[config.mk]
export PLATFORM = sky130hd
export DESIGN_NAME = fetch_stage
export DESIGN_NICKNAME = d
export VERILOG_FILES = /design/src/rtl/fetch_stage.sv
export SDC_FILE = /design/constraint.sdc
export NUM_CORES = 1
export LEC_CHECK = 0
export BUFFER_PORTS_ARGS = -buffer_cell sky130_fd_sc_hd__buf_2
export CORE_AREA = 4 4 99 101
export CTS_CLUSTER_DIAMETER = 50
export CTS_CLUSTER_SIZE = 14
export DETAILED_ROUTE_END_ITERATION = 8
export DIE_AREA = 0 0 103 105
export PLACE_DENSITY = 0.8
export SYNTH_ARGS = -nofsm -noshare
export SYNTH_HDL_FRONTEND = slang
export SYNTH_SLANG_ARGS = --single-unit
[constraint.sdc]
create_clock -name clk_i -period 4.1 [get_ports clk_i]
set_input_delay 0.41 -clock clk_i [delete_from_list [all_inputs] [get_ports clk_i]]
set_output_delay 0.41 -clock clk_i [all_outputs]
set_load 0.05 [all_outputs]
[src/rtl/fetch_stage.sv]
// Instruction fetch stage: PC register, IF/ID pipeline register, RUN/HALT
// control for fetches past the end of instruction memory, and a saturating
// count of valid instructions handed to decode.
module fetch_stage #(
  parameter logic [31:0] RESET_PC   = 32'h0,
  parameter int unsigned IMEM_WORDS = 65
) (
  input  logic        clk_i,
  input  logic        rst_i,
  input  logic [31:0] instr_i,
  input  logic        stall_i,
  input  logic        flush_i,
  input  logic        redirect_i,
  input  logic [31:0] redirect_pc_i,
  output logic [31:0] pc_o,
  output logic [31:0] ifid_pc4_o,
  output logic [31:0] ifid_instr_o,
  output logic        ifid_valid_o,
  output logic        halted_o,
  output logic [15:0] fetch_count_o
);

  localparam int unsigned   LP_PC_W  = 32;
  localparam int unsigned   LP_CNT_W = 16;
  localparam logic [31:0]   LP_LIMIT = 32'(4 * IMEM_WORDS);

  typedef enum logic {
    ST_RUN  = 1'b0,
    ST_HALT = 1'b1
  } state_t;

  state_t               r_state;
  state_t               w_state_nxt;

  logic [LP_PC_W-1:0]   r_pc;
  logic [LP_PC_W-1:0]   r_ifid_pc4;
  logic [LP_PC_W-1:0]   r_ifid_instr;
  logic                 r_ifid_valid;
  logic [LP_CNT_W-1:0]  r_count;

  logic [LP_PC_W-1:0]   w_pc_nxt;
  logic [LP_PC_W-1:0]   w_ifid_pc4_nxt;
  logic [LP_PC_W-1:0]   w_ifid_instr_nxt;
  logic                 w_ifid_valid_nxt;
  logic [LP_CNT_W-1:0]  w_count_nxt;

  logic [LP_PC_W-1:0]   w_pc_plus4;
  logic [LP_PC_W-1:0]   w_redirect_aligned;
  logic [LP_CNT_W-1:0]  w_count_inc;
  logic                 w_past_end;
  logic                 w_unused;

  // Shared arithmetic: wrapping PC+4, word-aligned target, saturating count
  assign w_pc_plus4         = r_pc + LP_PC_W'(4);
  assign w_redirect_aligned = {redirect_pc_i[31:2], 2'b00};
  assign w_count_inc        = (r_count == 16'hFFFF) ? r_count : r_count + LP_CNT_W'(1);
  assign w_past_end         = (r_pc >= LP_LIMIT);
  assign w_unused           = ^redirect_pc_i[1:0];

  // State register
  always_ff @(posedge clk_i or negedge rst_i) begin
    if (!rst_i) r_state <= ST_RUN;
    else        r_state <= w_state_nxt;
  end

  // Next-state: halt on a fetch past memory end, resume only on redirect
  always_comb begin
    w_state_nxt = r_state;
    case (r_state)
      ST_RUN:  if (!redirect_i && w_past_end) w_state_nxt = ST_HALT;
      ST_HALT: if (redirect_i)                w_state_nxt = ST_RUN;
      default: w_state_nxt = ST_RUN;
    endcase
  end

  // Output/datapath decode: redirect > past-end > flush > stall > normal fetch
  always_comb begin
    w_pc_nxt         = r_pc;
    w_ifid_pc4_nxt   = r_ifid_pc4;
    w_ifid_instr_nxt = r_ifid_instr;
    w_ifid_valid_nxt = r_ifid_valid;
    w_count_nxt      = r_count;
    case (r_state)
      ST_RUN: begin
        if (redirect_i) begin
          w_pc_nxt         = w_redirect_aligned;
          w_ifid_pc4_nxt   = '0;
          w_ifid_instr_nxt = '0;
          w_ifid_valid_nxt = 1'b0;
        end else if (w_past_end) begin
          w_ifid_pc4_nxt   = '0;
          w_ifid_instr_nxt = '0;
          w_ifid_valid_nxt = 1'b0;
        end else if (flush_i) begin
          if (!stall_i) w_pc_nxt = w_pc_plus4;
          w_ifid_pc4_nxt   = '0;
          w_ifid_instr_nxt = '0;
          w_ifid_valid_nxt = 1'b0;
        end else if (!stall_i) begin
          w_pc_nxt         = w_pc_plus4;
          w_ifid_pc4_nxt   = w_pc_plus4;
          w_ifid_instr_nxt = instr_i;
          w_ifid_valid_nxt = 1'b1;
          w_count_nxt      = w_count_inc;
        end
      end
      default: begin
        if (redirect_i) w_pc_nxt = w_redirect_aligned;
        w_ifid_pc4_nxt   = '0;
        w_ifid_instr_nxt = '0;
        w_ifid_valid_nxt = 1'b0;
      end
    endcase
  end

  // PC, IF/ID and fetch counter registers
  always_ff @(posedge clk_i or negedge rst_i) begin
    if (!rst_i) begin
      r_pc         <= RESET_PC;
      r_ifid_pc4   <= '0;
      r_ifid_instr <= '0;
      r_ifid_valid <= 1'b0;
      r_count      <= '0;
    end else begin
      r_pc         <= w_pc_nxt;
      r_ifid_pc4   <= w_ifid_pc4_nxt;
      r_ifid_instr <= w_ifid_instr_nxt;
      r_ifid_valid <= w_ifid_valid_nxt;
      r_count      <= w_count_nxt;
    end
  end

  assign pc_o          = r_pc;
  assign ifid_pc4_o    = r_ifid_pc4;
  assign ifid_instr_o  = r_ifid_instr;
  assign ifid_valid_o  = r_ifid_valid;
  assign halted_o      = (r_state == ST_HALT);
  assign fetch_count_o = r_count;

endmodule

After elaboration in Yosys (flattened, before gate mapping) --
Cells that the tools add are included.
Word-level totals: word-level logic and storage cells 46, bits in registers 114, output and inout bits 114, bits of input ports 69
Cells by class: multiplexer cells 22, reduce and logical (&&, ||, !) cells 4, bitwise gates (word level) 6, eq/ne operators 5, $lt $le $gt $ge 1, add/subtract/negate cells 2
Operator list (count):
- $mux W32 | 14
- $add A32 B3 Y32 const B | 1
- $ge A32 B9 Y1 const B | 1
- $add A16 B1 Y16 const B | 1
- $eq A16 B16 Y1 const B | 1
- $mux W1 | 7
- $not A1 Y1 | 6
- $reduce_and A6 Y1 | 1
- $ne A5 B1 Y1 const B | 1
- $ne A2 B2 Y1 const B | 2
- $reduce_and A3 Y1 | 1
- $ne A2 B1 Y1 const B | 1
- $pmux W1 S2 | 1
- $logic_and A1 B1 Y1 | 1
- $logic_not A1 Y1 | 1

Longest topological paths before layout --
Gate-level depths: netlist of the first run.
word-level depth 6, depth in mapped cells 8, mapped depth without buffers 7

Worst setup path before layout of the first run --
OpenSTA, ideal clock, no wires.
kind reg2reg, start point register r_pc[3] (netlist: pc_o[3]), end point register r_pc[7] (netlist: pc_o[7]), data arrival time 2.795 ns, path buffers 0, path slack 1.223 ns, clock period less this slack 2.877 ns, library setup time 0.082 ns, cell stages (with the launch flop) 8, required time 4.018 ns, cell sequence dfrtp_1 > inv_1 > ha_1 > or4b_1 > o31a_4 > or4b_4 > or3_1 > a31oi_1
Between the ends: word-level cells in the longest chain between the ends 5, elaborated cells between the ends (all ways) 8, those cells by class add/sub (1); order compare (1); eq/ne (1); mux (4); reduce/logical (1)
Ends and longest elaborated chain:
- start, declared | line 35 | logic [LP_PC_W-1:0] r_pc;
- start signal, assigned | line 125 | r_pc <= w_pc_nxt;
- $add A32 B3 Y32 | line 54 | assign w_pc_plus4 = r_pc + LP_PC_W'(4);
- $mux W32 | line 95, 99
- $mux W32 | line 90 | end else if (w_past_end) begin
- $mux W32 | line 85 | if (redirect_i) begin
- $mux W32 | line 83 | case (r_state)
Several ways; a longest one is shown, not always the timed one. The select of a mux whose other input is x is not followed. A chain may end at the register's enable or synchronous reset.

Worst setup path after layout of the first run --
start point register r_pc[2] (netlist: pc_o[2]), end point register r_pc[3] (netlist: pc_o[3])
Same word-level chain as after synthesis.

==> results of run 1 <==
## metal layers
metal,global-route usage (%),wire length (um)
met5,0,0
met3,5.674,976
met2,31.62,5054
met1,27.05,4464
met4,7.308,236
## state kept, by name, summed over array words and instances (netlist names)
signal and flops:
fetch_count_o 16, halted_o 1, ifid_instr_o 32, ifid_pc4_o 31, ifid_valid_o 1, pc_o 30
## through the flow
step / worst slack [ns] / instance area, um^2
detailed placement: 1.368 / 5490
global route: 1.187 / 5697
floorplan: 1.223 / 4504
finish: 1.331 / 5697
CTS: 1.316 / 5697
global placement: 1.422 / 5490
## cell type report
type	count	area, um^2
Fill cell	717	3324
Sequential cell	111	2778
Multi-Input combinational cell	218	1620
Timing Repair Buffer	183	930.9
Clock buffer	11	141.4
Tap cell	111	138.9
Clock inverter	5	65.06
Inverter	6	22.52
## critical path, delay by kind of cell, from the launching register on
family,cells,cell delay [ns]
and+or+nand+nor,2,1.30
adders and majority gates,1,0.23
DFF,1,0.47
AOI/OAI and AO/OA,3,0.69
## power breakdown
part | switching, uW | internal (uW)
clock network | 360 | 306
logic | 192 | 82.7
registers | 40.1 | 1120
## layout by cell type (no fill, tap or decap), drive strengths merged, types with 2 or more instances in the layout
cell type / n
buf: 183
dfrtp: 111
a22o: 39
and2: 25
mux2: 22
xnor2: 19
nand2: 15
nor2: 13
nand3: 13
nand4: 11
clkbuf: 11
nor4: 11
and3: 9
inv: 7
o21ai: 5
nor3: 4
and4: 4
ha: 4
a31oi: 3
a21oi: 3
xor2: 3
clkinv: 3
or3: 2
conb: 2
or4b: 2
## logic make-up after synthesis
kind of cell | after synthesis | synth area share, %
adder cells (fa/ha/maj) | 4 | 1.112
flip-flops | 111 | 61.72
XOR/XNOR | 22 | 4.281
multiplexers | 22 | 5.505
AND/OR/NAND/NOR | 111 | 14.60
AO/OA/AOI/OAI | 57 | 10.34
buffers and inverters | 25 | 2.363
other | 1 | 0.08332
## cell usage after synthesis
cell type / count
or4b_1: 1
a21oi_1: 3
inv_1: 6
o22a_1: 1
nor4_4: 2
or3_1: 2
a41oi_1: 1
nand3_1: 13
nand2b_1: 1
nand4_1: 11
nor4_1: 9
or4b_4: 1
a211o_1: 1
xor2_1: 3
mux2_2: 22
and4_1: 4
nor2_1: 13
and2_1: 25
ha_1: 4
a31oi_1: 3
clkbuf_1: 15
conb_1: 1
buf_4: 3
and3_1: 9
a211oi_1: 1
nand2_1: 15
o21ai_0: 5
a22o_1: 39
nor3_1: 4
dfrtp_1: 111
a21o_1: 1
o22ai_1: 1
buf_2: 1
o31a_4: 1
xnor2_1: 19
nor4b_1: 1
## worst paths after layout
| kind | endpoint | slack (ns) | start | cells after the start |
|---|---|---|---|---|
| max reg2reg | pc_o[3] | 1.33 | pc_o[2] | 6 |
| max | pc_o[3] | 1.33 | pc_o[2] | 6 |
| min | ifid_pc4_o[16] | 0.22 | rst_i | 1 |
| min in group clk_i | ifid_instr_o[14] | 0.26 | instr_i[14] | 2 |
| max in group asynchronous | fetch_count_o[11] | 2.90 | rst_i | 2 |
| min reg2reg | ifid_pc4_o[21] | 0.49 | ifid_pc4_o[21] | 1 |
==> results.ini, run 1 <==
[clock_tree]
clockRootBuffer=clkbuf_8
cts_tree=yes
cts_buffer_depth=2
htreeDepth=3
clock-sinks=111
cts_resized=0
cts_buffers=9
post_cts_buffers=0
clkLatencyLatePin_ns=0.36
cts-hold-fix-buffers=0
clk_pin_slew_ns=0.10

[timing]
whs_ns=0.2199
period_share_pct=67.54
finalWorstPathRequiredPeriod_ns=2.769
setup_violations=0
slew_violations=0
timing.setup.tns_ns=0
timing.fmax_mhz=361.1
skew_ns=0.01807
worstMarginPinSlew_ns=1.024
slew_headroom_pct=31.73
rsz0062_at_grt=false
hold_viol=0

[place]
gp_congestion=0.8273
dp.cells=629
portBuffers=178
place_hpwl_mm=7.743

[critical_path]
path_class=flop to flop
cp.arrival_ns=3.04
crit_path_end_kind=flop
max_stage_delay_ns=0.81
critPathRequiredTime_ns=4.37
slowest_stage=nor4b_1
path_common_cell=a21oi_1
start_kind=flop
path_max_fanout=7
crit_chain=ha_1 -> or4b_1 -> o31a_4 -> nor4b_1 -> a21oi_1 -> a21oi_1

[yosys]
syn_area_per_cell_um2=12.75
synth_area_leaders=dfrtp_1 62%, a22o_1 7.6%, mux2_2 5.5%
synth_top_area_share_pct=61.72
synthDistinctLibCells=36
yosys.area.top_type=dfrtp_1
synth-seq-cells=111
yosys_warnings=0
synthesis.area_um2=4501
ys_seq_area_share_pct=61.72
syn-instance-count=353

[global_route]
grt_overflow=0
grt_max_degree=85
first_global_vias=3511
grt_antenna_before_repair=0
grt_pass1_wl_mm=17.53
track_usage_pct=20.33

[power_and_ir_drop]
ir_drop_mv=0.2443
power_density_nw_per_um2=369.4
power.static_leakage_uw=0.003058
total_power_uw=2105

[outcome]
outcome=finished, final reports clean

[floorplanning]
dieArea_um2=10820
rows=35
initial_core_util_pct=49.89
chipHeight_um=105
top_level_ports=183
die_w_um=103
core_area_um2=9021

[run]
cap_violations=0

[routing]
dr_total_vias=3531
firstDrtPassIters=4
wirelength_mm=10.73
remaining_drc_errors=0
viasPerCell=5.474
routedWlPerCell_um=16.64
route.antenna.remaining_nets=0
drt_iter0_markers=188

[layout]
layout-drive-gt1-share_pct=41.95
finalNonFillerCells=645
utilization_pct=63.15
synthToLayoutAreaGrowth_pct=26.58
diodes=0
final_nets=602

[hold_path]
hp-class=primary input to asynchronous set/reset pin

Note: power is estimated with default switching activity, not from simulation.
==> run 2: changes to the inputs <==
- CORE_AREA: 4 4 99 101 -> 4 4 102 104
- DIE_AREA: 0 0 103 105 -> 0 0 106 108
- PLACE_DENSITY: 0.8 -> 0.76
- clock period: 4.1 -> 2.65 ns (I/O delays scaled with it)
==> results.ini, run 2 (synthesis results as in run 1) <==
[outcome]
outcome=finished, final reports clean

[floorplanning]
dieArea_um2=11450
chipHeight_um=108
top_level_ports=183
die_w_um=106
initial_core_util_pct=47.13
rows=36
core_area_um2=9549

[timing]
slew_headroom_pct=44.54
timing.fmax_mhz=391.6
slew_violations=0
hold_viol=0
skew_ns=0.007516
finalWorstPathRequiredPeriod_ns=2.554
whs_ns=0.0008156
setup_violations=0
rsz0062_at_grt=false
worstMarginPinSlew_ns=0.8319
fin_ws_ns=0.09621
period_share_pct=96.37

[layout]
n_fill_cell=803
multiInputGateArea_um2=1624
final_nets=614
layout-drive-gt1-share_pct=44.22
layout_common_cells=177 x buf_2, 109 x dfrtp_1, 39 x a22o_1, 25 x and2_1, 22 x mux2_2
diodes=0
final_common_cell=buf_2
seqCellArea_um2=2780
final_cell_area_um2=5837
synthToLayoutAreaGrowth_pct=29.69
largest_reg_flops=32

[clock_tree]
clk_pin_slew_ns=0.10
cts_buffer_depth=2
cts_tree=yes
clockRootBuffer=clkbuf_8
htreeDepth=3
cts_buffers=9
clkLatencyLatePin_ns=0.36
clock-sinks=111

[power_and_ir_drop]
power.static_leakage_uw=0.003113
ir_drop_mv=0.3446
total_power_uw=3219
power_density_nw_per_um2=551.5

[routing]
remaining_drc_errors=0
firstDrtPassIters=4
wirelength_mm=10.95
routedWlPerCell_um=16.15
route.antenna.remaining_nets=0
dr_total_vias=3526
viasPerCell=5.201
drt_iter0_markers=124

[critical_path]
path_buf_inv=0
path_depth=6
path_common_cell=or4b_4
worst-r2r-cell-count=6
crit_chain=ha_1 -> or4b_4 -> o31a_4 -> or4b_4 -> or3_1 -> a31oi_1
crit_path_end_kind=flop
start_kind=flop
critical_path.top_delay_family=simple AND/OR/NAND/NOR gates
slowest_stage=or4b_4
critPathRequiredTime_ns=2.94
max_stage_delay_ns=0.56
path_class=flop to flop
path_max_fanout=6
cp.arrival_ns=2.84

[place]
placedInstanceArea_um2=5633
portBuffers=178
place_ws_ns=0.06846
place_hpwl_mm=7.964
gp_congestion=0.8311

[global_route]
track_usage_pct=19.34
grt_overflow=0
first_global_vias=3510
grt_max_degree=67
grt_pass1_wl_mm=17.53
grt_antenna_before_repair=0

[run]
cap_violations=0

[hold_path]
hp-class=primary input to asynchronous set/reset pin

run 2: final cells by class:
type                            count  share of cell area (%)
Clock inverter                      6                   1.050
Tap cell                          133                   2.851
Clock buffer                        9                   2.122
Inverter                            6                  0.3859
Multi-Input combinational cell    218                   27.82
Timing Repair Buffer              195                   18.14
Sequential cell                   111                   47.63
run 2: through the flow:
| stage | utilization [%] | std cells | setup TNS [ns] |
|---|---|---|---|
| 2_1_floorplan | - | 354 | -0.05863 |
| 3_3_place_gp | 58.99 | 661 | 0 |
| 3_5_place_dp | 58.99 | 661 | 0 |
| 4_1_cts | 60.93 | 676 | 0 |
| 5_1_grt | 61.12 | 678 | 0 |
| 6_report | 61.12 | 678 | 0 |
run 2: report_power, final:
group | internal, uW | switching, uW
Combinational | 142 | 305
Clock | 431 | 542
Sequential | 1740 | 59.0
Total | 2310 | 906
run 2: worst paths after layout:
| path | start | to | slack [ns] |
|---|---|---|---|
| min in group clk_i | instr_i[17] | ifid_instr_o[17] | 0.12 |
| max | pc_o[2] | pc_o[7] | 0.1 |
| max reg2reg | pc_o[2] | pc_o[7] | 0.1 |
| max in group asynchronous | rst_i | ifid_instr_o[25] | 1.91 |
| min | rst_i | ifid_pc4_o[2] | 0.0008 |
| min reg2reg | ifid_valid_o | ifid_valid_o | 0.48 |
run 2: layer usage:
metal,up-vias,share of wire [%],track usage (%)
li1,1645,-,-
met1,1744,42,25.65
met2,126,49,30.42
met3,11,7.8,6.209
met4,0,1.2,6.383
met5,-,0,0
run 2: repair_timing:
action / 4_1_cts / 5_1_grt
setup endpoints to repair: 0 / 9
gates resized for setup: 0 / 2
buffers inserted: 0 / 2
hold buffers: 0 / 0
run 2: worst reg2reg max path, stage by stage (launching register included):
cell	delay, ns
dfrtp_2	0.44
ha_1	0.20
or4b_4	0.48
o31a_4	0.33
or4b_4	0.56
or3_1	0.32
a31oi_1	0.15
==> run 3: changes to the inputs <==
- CORE_AREA: 4 4 102 104 -> 4 4 99 101
- DIE_AREA: 0 0 106 108 -> 0 0 103 105
- PLACE_DENSITY: 0.76 -> 0.8
- clock period: 2.65 -> 3.1 ns (I/O delays scaled with it)
==> results.ini, run 3 (synthesis results as in run 1) <==
[routing]
route.antenna.remaining_nets=0
remaining_drc_errors=0
viasPerCell=5.417
dr_total_vias=3505
wirelength_mm=10.59
firstDrtPassIters=4
routedWlPerCell_um=16.36
drt_iter0_markers=88

[clock_tree]
cts_buffers=9
clockRootBuffer=clkbuf_8
cts_tree=yes
clock-sinks=111
htreeDepth=3
cts-hold-fix-buffers=0
cts_buffer_depth=2
clkLatencyLatePin_ns=0.36
clk_pin_slew_ns=0.11
post_cts_buffers=0
cts_resized=0

[layout]
utilization_pct=63.45
final_common_cell=buf_2
layout_common_cells=177 x buf_2, 111 x dfrtp_1, 39 x a22o_1, 25 x and2_1, 22 x mux2_2
largest_reg_flops=32
synthToLayoutAreaGrowth_pct=27.19
final_nets=603
layout-drive-gt1-share_pct=41.87

[timing]
skew_ns=0.01440
rsz0062_at_grt=false
timing.setup.tns_ns=0
period_share_pct=85.87
finalWorstPathRequiredPeriod_ns=2.662
hold_viol=0
setup_violations=0
slew_headroom_pct=48.88
timing.fmax_mhz=375.7
worstMarginPinSlew_ns=0.7668
slew_violations=0

[critical_path]
max_stage_delay_ns=0.57
path_max_fanout=7
slowest_stage=or4b_4
path_class=flop to flop
start_kind=flop
rrSetupSlack_ns=0.44
endpoint=pc_o[7]
critPathRequiredTime_ns=3.39
r2r-start=pc_o[2]
worst-r2r-cell-count=6
crit_start=pc_o[2]
crit_chain=ha_1 -> or4b_1 -> o31a_4 -> or4b_4 -> or3_1 -> a31oi_1
cp.arrival_ns=2.95
crit_path_end_kind=flop
reg2reg_to=pc_o[7]

[floorplanning]
dieArea_um2=10820
chipHeight_um=105
core_area_um2=9021
rows=35
die_w_um=103
initial_core_util_pct=49.89
top_level_ports=183

[global_route]
grt_overflow=0
grt_max_degree=61
grt_antenna_before_repair=0
track_usage_pct=19.91
first_global_vias=3528
grt_pass1_wl_mm=17.31

[power_and_ir_drop]
pwr-share-clk_pct=31.2
intPower_uw=1983
p_sw_share_pct=28.40
total_power_uw=2770
power_density_nw_per_um2=483.9
seqPwrFrac_pct=55.6
ir_drop_mv=0.3001
power.static_leakage_uw=0.003066
power_frac_comb_pct=13.2
p_sw_uw=786.5

[hold_path]
hp-class=primary input to asynchronous set/reset pin

[run]
cap_violations=0

[place]
place_hpwl_mm=7.762
portBuffers=178
gp_congestion=0.8148

[outcome]
outcome=finished, final reports clean

## run 3: power by group through the flow
stage	registers (uW)	clock network [uW]	logic (uW)
2_1_floorplan	1700	0	91.3
4_1_cts	1540	899	371
5_1_grt	1550	960	394
3_5_place_dp	1570	0	370
3_3_place_gp	1560	0	363
6_report	1540	865	366
## run 3: worst min path at each step
stage	startpoint	end	slack [ns]	depth (start not counted)
after floorplan	rst_i	fetch_count_o[0]	0.01	0
after global placement	rst_i	ifid_pc4_o[21]	0.42	1
after detailed placement	rst_i	ifid_pc4_o[13]	0.43	1
after CTS	rst_i	ifid_pc4_o[13]	0.02	1
after global routing	rst_i	ifid_pc4_o[13]	0.08	1
final	rst_i	ifid_pc4_o[13]	0.001	1
## run 3: area by class of cell
type / instances / area (um^2)
flip-flops and latches: 111 / 2778
inverters: 6 / 22.52
fillers: 713 / 3297
multi-input cells: 218 / 1620
well taps: 111 / 138.9
diodes: 1 / 2.502
repair buffers: 184 / 963.4
clock buffers: 11 / 131.4
clock inverters: 5 / 67.56
## run 3: worst max-delay path: cells and delay by family, from the launching register on
kind	cells	cell delay (ns)
flip-flops	1	0.45
AO/OA/AOI/OAI	2	0.52
adder cells (fa/ha/maj)	1	0.22
AND/OR/NAND/NOR	3	1.41
## run 3: metrics by stage
| stage | instances | worst slack, ns | hold slack, ns | instance area, um^2 |
|---|---|---|---|---|
| floorplan | 354 | 0.2234 | 0.01441 | 4504 |
| global placement | 630 | 0.4886 | 0.4202 | 5523 |
| detailed placement | 630 | 0.4504 | 0.4299 | 5523 |
| CTS | 646 | 0.4095 | 0.02226 | 5722 |
| global route | 646 | 0.3166 | 0.07855 | 5722 |
| finish | 647 | 0.4380 | 0.001277 | 5724 |
## run 3: layer usage
metal / GRT usage, % / vias up / part of all wire [%]
met3: 5.541 / 16 / 9.1
met5: 0 / - / 0
met2: 30.98 / 140 / 48
met1: 26.59 / 1721 / 41
met4: 6.938 / 0 / 1.6
li1: - / 1628 / -
